==> src/rtl/tagged_out_queue.sv <==
// Registered FIFO buffering the round-robin arbiter output: each entry is {source id, payload}.
// Handshake outputs come straight from flops; no flow-through and no pipe-through.
module tagged_out_queue #(
  parameter int DEPTH  = 4,
  parameter int DATA_W = 8,
  parameter int ID_W   = 2,
  localparam int PW    = $clog2(DEPTH),
  localparam int CW    = PW + 1
) (
  input  logic              clk,
  input  logic              reset,
  input  logic              enq_valid,
  output logic              enq_ready,
  input  logic [DATA_W-1:0] enq_bits,
  input  logic [ID_W-1:0]   enq_id,
  output logic              deq_valid,
  input  logic              deq_ready,
  output logic [DATA_W-1:0] deq_bits,
  output logic [ID_W-1:0]   deq_id,
  output logic [CW-1:0]     count,
  output logic [4*CW-1:0]   src_pending
);

  localparam int NSRC = 4;

  logic [ID_W+DATA_W-1:0] mem [DEPTH];
  logic [PW-1:0]          head;
  logic [PW-1:0]          tail;
  logic [PW-1:0]          tail_next;
  logic                   full;
  logic                   empty;
  logic                   enq_fire;
  logic                   deq_fire;

  assign empty     = (head == tail) && !full;
  assign enq_ready = !full;
  assign deq_valid = !empty;
  assign tail_next = tail + PW'(1);

  // Reset cancels any handshake presented in the same cycle.
  assign enq_fire = enq_valid && enq_ready && !reset;
  assign deq_fire = deq_valid && deq_ready && !reset;

  assign {deq_id, deq_bits} = mem[head];

  always_ff @(posedge clk) begin
    if (enq_fire) mem[tail] <= {enq_id, enq_bits};
  end

  always_ff @(posedge clk) begin
    if (reset) begin
      head  <= '0;
      tail  <= '0;
      full  <= 1'b0;
      count <= '0;
    end else begin
      if (enq_fire) tail <= tail_next;
      if (deq_fire) head <= head + PW'(1);
      if (enq_fire && !deq_fire) begin
        count <= count + CW'(1);
        if (tail_next == head) full <= 1'b1;
      end else if (deq_fire && !enq_fire) begin
        count <= count - CW'(1);
        full  <= 1'b0;
      end
    end
  end

  // Per-source occupancy; an enqueue and dequeue of the same source cancel out.
  for (genvar k = 0; k < NSRC; k++) begin : g_src
    logic [CW-1:0] cnt;
    logic          inc;
    logic          dec;

    assign inc = enq_fire && (enq_id == ID_W'(k));
    assign dec = deq_fire && (deq_id == ID_W'(k));

    always_ff @(posedge clk) begin
      if (reset) begin
        cnt <= '0;
      end else if (inc && !dec) begin
        cnt <= cnt + CW'(1);
      end else if (dec && !inc) begin
        cnt <= cnt - CW'(1);
      end
    end

    assign src_pending[k*CW +: CW] = cnt;
  end

endmodule

==> config.mk <==
export PLATFORM = sky130hd
export DESIGN_NAME = tagged_out_queue
export DESIGN_NICKNAME = d
export VERILOG_FILES = /design/src/rtl/tagged_out_queue.sv
export SDC_FILE = /design/constraint.sdc
export NUM_CORES = 1
export LEC_CHECK = 0
export CORE_MARGIN = 1.5
export CORE_UTILIZATION = 53
export DETAILED_ROUTE_END_ITERATION = 7
export PLACE_DENSITY_LB_ADDON = 0.05
export SLEW_MARGIN = 5
export SYNTH_ARGS = -nofsm -noshare
export SYNTH_HDL_FRONTEND = slang
export SYNTH_SLANG_ARGS = --single-unit
==> constraint.sdc <==
create_clock -name clk -period 2.6 [get_ports clk]
set_input_delay 0.52 -clock clk [delete_from_list [all_inputs] [get_ports clk]]
set_output_delay 0.52 -clock clk [all_outputs]
set_load 0.02 [all_outputs]
==> impl_metrics.csv <==
group,metric,value,unit
sta,setup_violations,0,
layout,diodes,0,
cts,clk-insertion-delay-late,340,ps
sta,skew,6.13,ps
pwr,p_leak,1.37,nW
synthesis,ys.flop_type,"edfxtp_1",
setup_path,r2r-start,"tail[0]",
route,wl_per_cell,15.5,µm
min_path,min_from,"count[2]",
global_route,grt_overflow,0,
setup_path,cp_max_fo,4,
route,dr_total_vias,1716,
synthesis,async_flop_share,0,
sta,rsz0062_at_grt,"no",
global_route,grt_max_degree,22,
sta,holdWs,488,ps
synthesis,synth_area_leaders,"edfxtp_1, dfxtp_1, mux4_1, ha_1, xor2_1",
synthesis,synth.cell_area,2690,µm²
floorplanning,coreArea,4820,µm²
setup_path,reg2regPathDepth,9,
route,antenna_left,0,
synthesis,synth.largest_area_cell,"edfxtp_1",
synthesis,ys_types,33,
floorplanning,die_height,74.3,µm
sta,slew_viol_final,0,
synthesis,synth_area_per_cell,14.7,µm²
setup_path,endpoint_kind,"output pin",
route,dr.pass1.iters,4,
sta,slew_headroom,0.777,
layout,layout_common_cells,"edfxtp_1, clkdlybuf4s50_1, buf_4",
cts,clock_path_buffers,2,
min_path,hold_path_class,"register to register",
status,status,"complete, no violations",
cts,holdBufCountCts,0,
floorplanning,rows,25,
min_path,whs_path_depth,2,
floorplanning,start_util,0.559,
synthesis,synth.yosys.seq_area_share,0.610,
layout,final_nets,284,
placement,place.gp.congestion,0.836,
route,drc_errors,0,
synthesis,syn-instance-count,183,
layout,drive_above_1_share,0.188,
sta,fmax,0.406,GHz
layout,final_util,0.736,
synthesis,synth-edff-count,40,
cts,cts_sinks,62,
pwr,powerDensity,692,nW/µm²
setup_path,start_kind,"register",
pwr,ir_worst_vdd,0.440,mV
route,drt-total-wl,5080,µm
floorplanning,fp.dieW,74.3,µm
sta,period_needed,2460,ps
placement,hpwl,3640,µm
route,drt_iter0_markers,75,
route,vias_per_cell,5.25,
layout,final_area,3540,µm²
synthesis,yosys.area.top_type_share,0.446,
sta,tightest_slew,333,ps
synthesis,ys_warn_count,0,
cts,cts_buffers,9,
cts,clkTransAtPathRegs,70,ps
placement,place_area,3340,µm²
cts,htreeDepth,3,
global_route,grt_usage,0.205,
flow_run,drv_cap,0,
global_route,antenna_found_initial,0,
setup_path,rr_endpoint,"g_src[1].cnt[2]",
layout,final_common_cell,"edfxtp_1",
floorplanning,pin_count,41,
synthesis,ys_ff_latch,62,
cts,cts_root_buffer,"clkbuf_8",
sta,finalHoldViolCount,0,
setup_path,crit_required,2080,ps
setup_path,crit_type,"register to output pin",
floorplanning,die-area,5510,µm²
cts,cts_tree,"yes",
setup_path,worst-r2r-setup-slack,200,ps
cts,cts_setup_buffers,0,
sta,min_period_over_period,0.947,
global_route,grt_pass1_wl,8080,µm
min_path,whs_endpoint,"count[2]",
global_route,grt_pass1_vias,1707,
setup_path,cp.arrival,1940,ps
layout,syn2layout_area_growth,31.7,%
synthesis,syn_nets,212,
placement,io_buffers,40,
-- sequential cells by signal, indices dropped and copies added, names as in the netlist, named ones only --
signal,flops
full,1
count,3
tail,2
mem,40
g_src.cnt,12
head,2
-- synth_stat cells (2+ instances only) --
| master | count |
|---|---|
| edfxtp_1 | 40 |
| dfxtp_1 | 22 |
| nor2_1 | 13 |
| xor2_1 | 12 |
| ha_1 | 10 |
| inv_1 | 10 |
| mux4_1 | 8 |
| a21oi_1 | 7 |
| nand2_1 | 7 |
| or3_1 | 7 |
| o21ai_0 | 6 |
| fa_1 | 5 |
| mux2i_1 | 5 |
| and2_1 | 4 |
| a31oi_1 | 2 |
| mux4_2 | 2 |
| nand2b_1 | 2 |
| nand3_1 | 2 |
| nand3b_1 | 2 |
| nor2b_1 | 2 |
| nor3b_1 | 2 |
| xnor2_1 | 2 |
-- kinds of logic after synthesis --
kind of cell / synth area share
AOI/OAI and AO/OA: 0.0414
xor gates and xnor gates: 0.0456
adders and majority gates: 0.0837
buffers and inverters: 0.0242
DFF: 0.610
muxes: 0.113
and+or+nand+nor: 0.0818
-- repair_timing --
item | CTS | global route
gates resized for setup | 5 | 7
endpoints found under the hold margin | 0 | 0
setup endpoints to repair | 6 | 7
-- critical path: stages (launching register included) --
cell and delay, ps:
dfxtp_2 390, buf_4 140, mux4_1 530, clkdlybuf4s50_1 550
-- report_power, final --
part	internal, W	switching, W
Clock	0.000354	0.000414
Sequential	0.00111	0.0000523
Combinational	0.000264	0.000256
Total	0.00173	0.000722
-- stage by stage --
stage | setup WS [ps] | std cells | TNS, ps | power (W)
floorplan | 204 | 183 | 0 | 0.00148
global placement | -148 | 311 | -658 | 0.00169
detailed placement | -216 | 311 | -1020 | 0.00171
CTS | 29.3 | 327 | 0 | 0.00248
global route | 44.3 | 327 | 0 | 0.00257
finish | 138 | 327 | 0 | 0.00245
-- layout make-up --
class | count | area [µm²]
clock buffers | 9 | 124
flip-flops and latches | 62 | 1640
multi-input cells | 106 | 1010
inverters | 11 | 41.3
well taps | 67 | 83.8
fillers | 341 | 1270
repair buffers | 65 | 588
clock inverters | 7 | 57.6
-- per-layer routing --
| metal | wire, µm | vias to the layer above | global-route usage |
|---|---|---|---|
| li1 | - | 820 | - |
| met1 | 2190 | 853 | 0.256 |
| met2 | 2600 | 38 | 0.339 |
| met3 | 230 | 5 | 0.0596 |
| met4 | 57 | 0 | 0.0828 |
| met5 | 0 | - | 0 |
-- worst max path at each step --
stage / from / endpoint / slack [ps] / cells after the start
after floorplan: register / g_src[1].cnt[2] / 200 / 9
after global placement: enq_valid / g_src[1].cnt[2] / -150 / 10
after detailed placement: enq_valid / g_src[0].cnt[2] / -220 / 10
after CTS: register / deq_bits[5] / 30 / 3
after global routing: enq_valid / g_src[2].cnt[2] / 40 / 12
final: register / deq_bits[4] / 140 / 3
Power figures use the tool's default switching activity.
